[src/rtl/rt_pkg.sv]
// Shared ray-tracer types and fixed-point constants (Q8.24, 3-bit object index).
package rt_pkg;

    localparam int FIX_W  = 32;
    localparam int VEC3_W = 96;
    localparam int OBJ_W  = 3;

    localparam logic [FIX_W-1:0] FIX_ONE  = 32'd16777216;
    localparam logic [FIX_W-1:0] T_FAR    = 32'hFFFF_FFFF;
    localparam logic [OBJ_W-1:0] OBJ_NONE = 3'd7;

    typedef enum logic [2:0] {
        ST_IDLE  = 3'd0,
        ST_FETCH = 3'd1,
        ST_ISSUE = 3'd2,
        ST_WAIT  = 3'd3,
        ST_DONE  = 3'd4
    } scan_state_t;

endpackage

[src/rtl/nearest_hit_reg.sv]
// Running nearest-hit record for one ray: cleared on init, replaced by a closer valid hit.
module nearest_hit_reg
    import rt_pkg::*;
#(
    parameter logic [FIX_W-1:0] T_EPS = 32'h0001_0000
) (
    input  logic             clk,
    input  logic             rst_n,
    input  logic             i_init,
    input  logic             i_upd,
    input  logic             i_hit,
    input  logic [FIX_W-1:0] i_t,
    input  logic [OBJ_W-1:0] i_obj,
    input  logic [OBJ_W-1:0] i_mat,
    output logic             o_hit,
    output logic [OBJ_W-1:0] o_obj,
    output logic [OBJ_W-1:0] o_mat,
    output logic [FIX_W-1:0] o_t
);

    logic             r_hit;
    logic [OBJ_W-1:0] r_obj;
    logic [OBJ_W-1:0] r_mat;
    logic [FIX_W-1:0] r_t;
    logic             w_take;

    // Strict less-than keeps the earlier (lower index) object on a tie.
    assign w_take = i_upd && i_hit && (i_t >= T_EPS) && (i_t < r_t);

    always_ff @(posedge clk or negedge rst_n) begin
        if (!rst_n) begin
            r_hit <= 1'b0;
            r_obj <= OBJ_NONE;
            r_mat <= OBJ_NONE;
            r_t   <= T_FAR;
        end else if (i_init) begin
            r_hit <= 1'b0;
            r_obj <= OBJ_NONE;
            r_mat <= OBJ_NONE;
            r_t   <= T_FAR;
        end else if (w_take) begin
            r_hit <= 1'b1;
            r_obj <= i_obj;
            r_mat <= i_mat;
            r_t   <= i_t;
        end
    end

    assign o_hit = r_hit;
    assign o_obj = r_obj;
    assign o_mat = r_mat;
    assign o_t   = r_t;

endmodule

[src/rtl/sphere_scan_ctrl.sv]
// Scans the sphere table for one ray at a time and returns the nearest valid hit.
module sphere_scan_ctrl
    import rt_pkg::*;
#(
    parameter int               NUM_SPHERES = 3,
    parameter logic [FIX_W-1:0] T_EPS       = 32'h0001_0000
) (
    input  logic              clk,
    input  logic              rst_n,
    input  logic              req_valid,
    output logic              req_ready,
    input  logic [VEC3_W-1:0] ray_orig,
    input  logic [VEC3_W-1:0] ray_dir,
    output logic [OBJ_W-1:0]  obj_id,
    input  logic [OBJ_W-1:0]  tbl_mat_id,
    output logic [VEC3_W-1:0] isect_orig,
    output logic [VEC3_W-1:0] isect_dir,
    output logic              isect_req_valid,
    input  logic              isect_req_ready,
    input  logic              isect_res_valid,
    input  logic              isect_hit,
    input  logic [FIX_W-1:0]  isect_t,
    output logic              res_valid,
    input  logic              res_ready,
    output logic              res_hit,
    output logic [OBJ_W-1:0]  res_obj_id,
    output logic [OBJ_W-1:0]  res_mat_id,
    output logic [FIX_W-1:0]  res_t
);

    localparam logic [OBJ_W-1:0] LAST_IDX = OBJ_W'(NUM_SPHERES - 1);

    scan_state_t       r_state;
    logic [OBJ_W-1:0]  r_idx;
    logic [VEC3_W-1:0] r_orig;
    logic [VEC3_W-1:0] r_dir;
    logic              r_res_valid;
    logic              r_res_hit;
    logic [OBJ_W-1:0]  r_res_obj;
    logic [OBJ_W-1:0]  r_res_mat;
    logic [FIX_W-1:0]  r_res_t;

    logic              w_accept;
    logic              w_result;
    logic              w_best_hit;
    logic [OBJ_W-1:0]  w_best_obj;
    logic [OBJ_W-1:0]  w_best_mat;
    logic [FIX_W-1:0]  w_best_t;

    assign w_accept = (r_state == ST_IDLE) && req_valid;
    assign w_result = (r_state == ST_WAIT) && isect_res_valid;

    nearest_hit_reg #(
        .T_EPS (T_EPS)
    ) u_best (
        .clk    (clk),
        .rst_n  (rst_n),
        .i_init (w_accept),
        .i_upd  (w_result),
        .i_hit  (isect_hit),
        .i_t    (isect_t),
        .i_obj  (r_idx),
        .i_mat  (tbl_mat_id),
        .o_hit  (w_best_hit),
        .o_obj  (w_best_obj),
        .o_mat  (w_best_mat),
        .o_t    (w_best_t)
    );

    // The last result lands in the best record on the DONE entry edge, so DONE
    // spends its first cycle copying it into the output register.
    always_ff @(posedge clk or negedge rst_n) begin
        if (!rst_n) begin
            r_state     <= ST_IDLE;
            r_idx       <= '0;
            r_orig      <= '0;
            r_dir       <= '0;
            r_res_valid <= 1'b0;
            r_res_hit   <= 1'b0;
            r_res_obj   <= OBJ_NONE;
            r_res_mat   <= OBJ_NONE;
            r_res_t     <= T_FAR;
        end else begin
            case (r_state)
                ST_IDLE: begin
                    if (req_valid) begin
                        r_orig  <= ray_orig;
                        r_dir   <= ray_dir;
                        r_idx   <= '0;
                        r_state <= ST_FETCH;
                    end
                end
                ST_FETCH: r_state <= ST_ISSUE;
                ST_ISSUE: begin
                    if (isect_req_ready) r_state <= ST_WAIT;
                end
                ST_WAIT: begin
                    if (isect_res_valid) begin
                        if (r_idx == LAST_IDX) begin
                            r_state <= ST_DONE;
                        end else begin
                            r_idx   <= r_idx + 1'b1;
                            r_state <= ST_FETCH;
                        end
                    end
                end
                ST_DONE: begin
                    if (!r_res_valid) begin
                        r_res_valid <= 1'b1;
                        r_res_hit   <= w_best_hit;
                        r_res_obj   <= w_best_obj;
                        r_res_mat   <= w_best_mat;
                        r_res_t     <= w_best_t;
                    end else if (res_ready) begin
                        r_res_valid <= 1'b0;
                        r_state     <= ST_IDLE;
                    end
                end
                default: r_state <= ST_IDLE;
            endcase
        end
    end

    assign req_ready       = (r_state == ST_IDLE);
    assign isect_req_valid = (r_state == ST_ISSUE);
    assign obj_id          = r_idx;
    assign isect_orig      = r_orig;
    assign isect_dir       = r_dir;
    assign res_valid       = r_res_valid;
    assign res_hit         = r_res_hit;
    assign res_obj_id      = r_res_obj;
    assign res_mat_id      = r_res_mat;
    assign res_t           = r_res_t;

endmodule

[config.mk]
export PLATFORM = sky130hd
export DESIGN_NAME = sphere_scan_ctrl
export DESIGN_NICKNAME = d
export VERILOG_FILES = /design/src/rtl/rt_pkg.sv /design/src/rtl/nearest_hit_reg.sv /design/src/rtl/sphere_scan_ctrl.sv
export SDC_FILE = /design/constraint.sdc
export NUM_CORES = 1
export LEC_CHECK = 0
export BUFFER_PORTS_ARGS = -buffer_cell sky130_fd_sc_hd__buf_2
export CAP_MARGIN = 20
export CORE_AREA = 2 2 182 184
export DETAILED_ROUTE_END_ITERATION = 10
export DIE_AREA = 0 0 184 186
export PLACE_DENSITY_LB_ADDON = 0.25
export REMOVE_ABC_BUFFERS = 1
export SYNTH_ARGS = -nofsm -noshare
export SYNTH_HDL_FRONTEND = slang
export SYNTH_SLANG_ARGS = --single-unit
[constraint.sdc]
create_clock -name clk -period 3.1 [get_ports clk]
set_input_delay 0.31 -clock clk [delete_from_list [all_inputs] [get_ports clk]]
set_output_delay 0.31 -clock clk [all_outputs]
set_load 0.02 [all_outputs]
**Word-level counts from Yosys, hierarchy flattened**

Index checks and enable logic that the tools add are counted.

- Flip-flop bits (word level): 277
- Output and inout port bits: 237
- Logic and storage cells: 61

- $add $sub $neg: 1
- Order comparisons: 2
- Equal/unequal tests: 11
- Mux-type cells: 21
- Bitwise operators: 1
- Reduce and logical (&&, ||, !) cells: 12

Operators with widths:

| kind | number |
|---|---|
| $mux 32 | 2 |
| $mux 3 | 13 |
| $ge 32x17->1 const B | 1 |
| $lt 32x32->1 | 1 |
| $pmux 3 s5 | 1 |
| $ne 2x2->1 const B | 5 |
| $eq 3x2->1 const B | 3 |
| $pmux 3 s2 | 1 |
| $logic_and 1x1->1 | 5 |
| $reduce_and 5->1 | 1 |
| $mux 1 | 4 |
| $reduce_and 2->1 | 2 |
| $reduce_and 4->1 | 1 |
| $reduce_bool 2->1 | 2 |
| $add 3x1->3 const B | 1 |
| $eq 3x1->1 const B | 1 |
| $eq 3x3->1 const B | 1 |
| $logic_not 3->1 | 1 |
| $ne 2x1->1 const B | 1 |
| $not 1->1 | 1 |

**Logic depth before layout (Yosys ltp)**

- Depth in word-level cells: 7
- Gate-level depth with buffers: 11

**By module**

From an unflattened synthesis, not the netlist that was laid out.

- Cells, all modules: 1219
- Area, all modules: 11807.6 um^2

By module, submodules not included:

| module | instances | cells an instance | area an instance (um^2) | sequential area each (um^2) |
|---|---|---|---|---|
| sphere_scan_ctrl | 1 | 935 | 9228.9 | 6003.3 |
| nearest_hit_reg | 1 | 284 | 2578.7 | 1023.5 |

**Worst setup path before layout**

Ideal clock, no wire load.

- Kind: flip-flop to flip-flop
- Start point: register u_best.r_t[17] (netlist: u_best.o_t[17])
- End point: register u_best.r_t[0] (netlist: u_best.o_t[0])
- Setup time: 0.081 ns
- Arrival: 2.406 ns
- Data required time: 3.019 ns
- Path slack: 0.613 ns
- Cell stages (with the launch flop): 12
- Buffers on the path: 3
- Period minus slack after synthesis: 2.487 ns
- Cells stage by stage: dfstp_2 inv_1 ha_1 a21oi_1 o21ai_1 a2111oi_2 nor3_1 or3_1 clkbuf_1 buf_6 buf_6 o211ai_1

- Word-level cells in the longest chain between the ends: 3

Ends and longest elaborated chain:

| item | RTL line | text |
|---|---|---|
| from (decl) | nearest_hit_reg.sv:24 | `logic [FIX_W-1:0] r_t;` |
| from (signal assigned) | nearest_hit_reg.sv:45 | `r_t <= i_t;` |
| $lt 32x32->1 | nearest_hit_reg.sv:28 | `assign w_take = i_upd && i_hit && (i_t >= T_EPS) && (i_t < r_t);` |
| $logic_and 1x1->1 | nearest_hit_reg.sv:28 |  |
| $reduce_bool 2->1 (no line) | -- |  |

Every way passes these cells.
A chain may end at the register's enable or synchronous reset.

**Worst setup path after layout**

- Start point: register u_best.r_t[14] (netlist: u_best.o_t[14])
- End point: register u_best.r_mat[0] (netlist: u_best.o_mat[0])

- Word-level cells in the longest chain between the ends: 3

Ends and longest elaborated chain:

| item | RTL line | text |
|---|---|---|
| $lt 32x32->1 | nearest_hit_reg.sv:28 |  |
| $logic_and 1x1->1 | nearest_hit_reg.sv:28 |  |
| $reduce_bool 2->1 (no line) | -- |  |
| to (signal assigned) | nearest_hit_reg.sv:44 | `r_mat <= i_mat;` |
| to (decl) | nearest_hit_reg.sv:23 | `logic [OBJ_W-1:0] r_mat;` |

Every way passes these cells.

==> run summary <==
latest clock arrival within the worst-skew pair = 550 ps
CTS tree = built
sequential share of the synthesized area = 0.608
Commonest cells post-synth = nand2_1, dfrtp_1, nor2_1
synthesized area per cell = 9.48 um2
most common cell in the netlist = nand2_1
Syn Inst Count = 1220
logic gate share of total power = 0.383
Die Span Y = 186 um
clk_skew = 13.4 ps
Worst EP arrival = 3340 ps
Mapped Area = 11600 um2
Worst VDD drop = 0.531 mV
vias per cell = 4.59
nets@finish = 2135
number of global-route vias before repair = 10800
crit path launch type = flip-flop
cell family with most CP delay = simple AND/OR/NAND/NOR gates
# DRC = 0
IO buf count = 470
EDFF count, synth = 0
Non-Filler Cell Area, Final = 17400 um2
Via Count = 10600
Slowest-stage cell, CP = dfstp_2
fillcell total = 2843
RePlAce Congestion = 0.831
Internal Power = 9.61 mW
Die X = 184 um
Final Hold Fails = 0
hold path endpoint = u_best.o_t[4]
multi-input combinational cell area = 4160 um2
Ports = 471
# setup viols final = 0
Final HPWL DP = 24.1 mm
top cells by area, synth = dfrtp_1, nand2_1, dfstp_2
fin util = 0.540
CTS Hold Bufs = 194
worst endpoint required time = 3570 ps
Clock Power Share = 0.235
FP Rows = 66
Max Slew Vio Count = 0
MaxCap Viol Count = 0
Post-DP Area = 14400 um2
die area = 34200 um2
CTS clk-pin slew, worst paths = 60 ps
Reg area = 7030 um2
gr usage total = 0.206
largest net degree at the start of global routing = 198
Worst slew margin = 0.272
fin crit share = 0.926
Synth-to-Final Area Change = 50.4%
Reg power frac = 0.382
1st-pass router iterations = 5
Most used DFF post-synth = dfrtp_1
run status = finished clean
TritonCTS buffer count = 30
Levels on crit path = 9
Resized Gates After CTS = 0
Core Box Area = 32200 um2
Worst-Margin Slew = 1090 ps
CTS root buf = clkbuf_16
area leader, netlist = dfrtp_1
Starting Density = 0.359
CTS max path bufs = 3
Crit Path Category = flip-flop to flip-flop
Min-Delay Path Depth = 3
final wirelength = 36.1 mm
Setup Buffers After CTS = 0
Overflow after GRT = 0
DRT iter0 DRCs = 435
Warnings, synthesis = 0
global-route wire length before repair = 56.4 mm
crit-path max FO = 24
CTS sink count = 277
Hold Path Origin = isect_t[4]
WP buf/inv = 2
Net Sw Frac = 0.392
fraction of final layout cells sized beyond drive strength 1 = 0.344
CTS H-tree lvls = 1
Leak = 9.75 nW
RSZ-0062 raised after global routing = false
Fmax = 0.348 GHz
Synth Register Bits = 277
top-area cell type share of the netlist area = 0.435
per-cell routed wire length = 15.7 um
worst reg-to-reg path cell count = 9
Netlist cell types = 38
RR Startpoint = u_best.o_t[14]
Cell Chain, Critical Path = inv_1, ha_1, nand4_1, nor4_1, o221ai_1, a31oi_1, or3_2, buf_12, mux2i_1
Tot Pwr = 15.8 mW
CP endpoint kind = flip-flop
Synth async-reset ratio = 1.00
Tmin final = 2870 ps
Crit path largest cell delay = 540 ps
r2r setup slk = 230 ps
Hold Crit Class = primary input to flip-flop
initial antenna violation count = 4
R2R Path End = u_best.o_mat[0]
Final ANT Viol Nets = 0
P_sw = 6.21 mW
pwr/cell area = 910 nW/um2
power by group through the flow:
stage	logic, mW	clock network (mW)	registers (mW)
6_report	6.05	3.72	6.05
5_1_grt	6.69	4.01	6.24
2_1_floorplan	2.23	0	7.53
3_3_place_gp	5.81	0	6.01
3_5_place_dp	5.89	0	6.03
4_1_cts	6.09	3.84	6.03
worst max-delay path by stage:
stage                         startpoint               to  slack, ps
final                     u_best.o_t[14]  u_best.o_mat[0]        230
after global routing      u_best.o_t[14]  u_best.o_mat[0]         10
after detailed placement  u_best.o_t[14]  u_best.o_mat[0]        240
after floorplan               r_state[1]        obj_id[2]      -3060
after global placement    u_best.o_t[14]    u_best.o_t[6]        340
after CTS                 u_best.o_t[14]  u_best.o_mat[0]        190
worst min-delay path: cells and delay by family:
| family | cells | cell delay [ps] |
|---|---|---|
| buffers and inverters | 1 | 110 |
| multiplexers | 1 | 70 |
| AND/OR/NAND/NOR | 1 | 90 |
registers in the layout (all words and copies together) (netlist names):
register      flops
r_state           3
u_best.o_hit      1
res_hit           1
u_best.o_mat      3
res_obj_id        3
res_t            32
u_best.o_t       32
u_best.o_obj      3
obj_id            3
isect_dir        96
isect_orig       96
res_mat_id        3
res_valid         1
logic make-up after synthesis:
group	after synthesis	share of synthesized area
buffers and inverters	99	0.0338
flip-flops	277	0.608
adder cells (fa/ha/maj)	33	0.0357
multiplexers	74	0.0683
AO/OA/AOI/OAI	40	0.0225
AND/OR/NAND/NOR	697	0.232
layout make-up:
type,count,area share
clock inverters,14,0.00986
clock buffers,42,0.0493
diodes,5,0.000720
inverters,39,0.00842
well taps,408,0.0294
multi-input cells,844,0.239
flip-flops and latches,277,0.404
repair buffers,676,0.259
layer usage:
metal	GRT usage	vias to the layer above	part of all wire
li1	-	5121	-
met1	0.251	5053	0.40
met2	0.351	334	0.49
met3	0.0614	69	0.079
met4	0.0653	0	0.024
met5	0	-	0
layout by cell type (no fill, tap or decap), drive strengths merged, types with 3 or more instances in the layout:
cell type and instances:
o211ai 3, buf 482, mux2i 35, inv 39, nand4 6, a21oi 13, nor3 4, o31ai 4
clkbuf 42, diode 5, dfrtp 201, bufinv 4, dlygate4sd3 194, clkinv 9, mux2 39, ha 33
o21ai 7, nand2 590, nor4 5, nand3 5, dfstp 76, nor2 79
metrics by stage:
stage	TNS [ps]	cells	worst slack (ps)	hold WS [ps]
6_report	0	2305	230	33.4
5_1_grt	0	2304	13.7	18.0
4_1_cts	0	2300	188	3.06
3_5_place_dp	0	2050	239	405
3_3_place_gp	0	2050	337	406
2_1_floorplan	-642730	1160	-3060	14.4
Note: power is estimated with default switching activity, not from simulation.
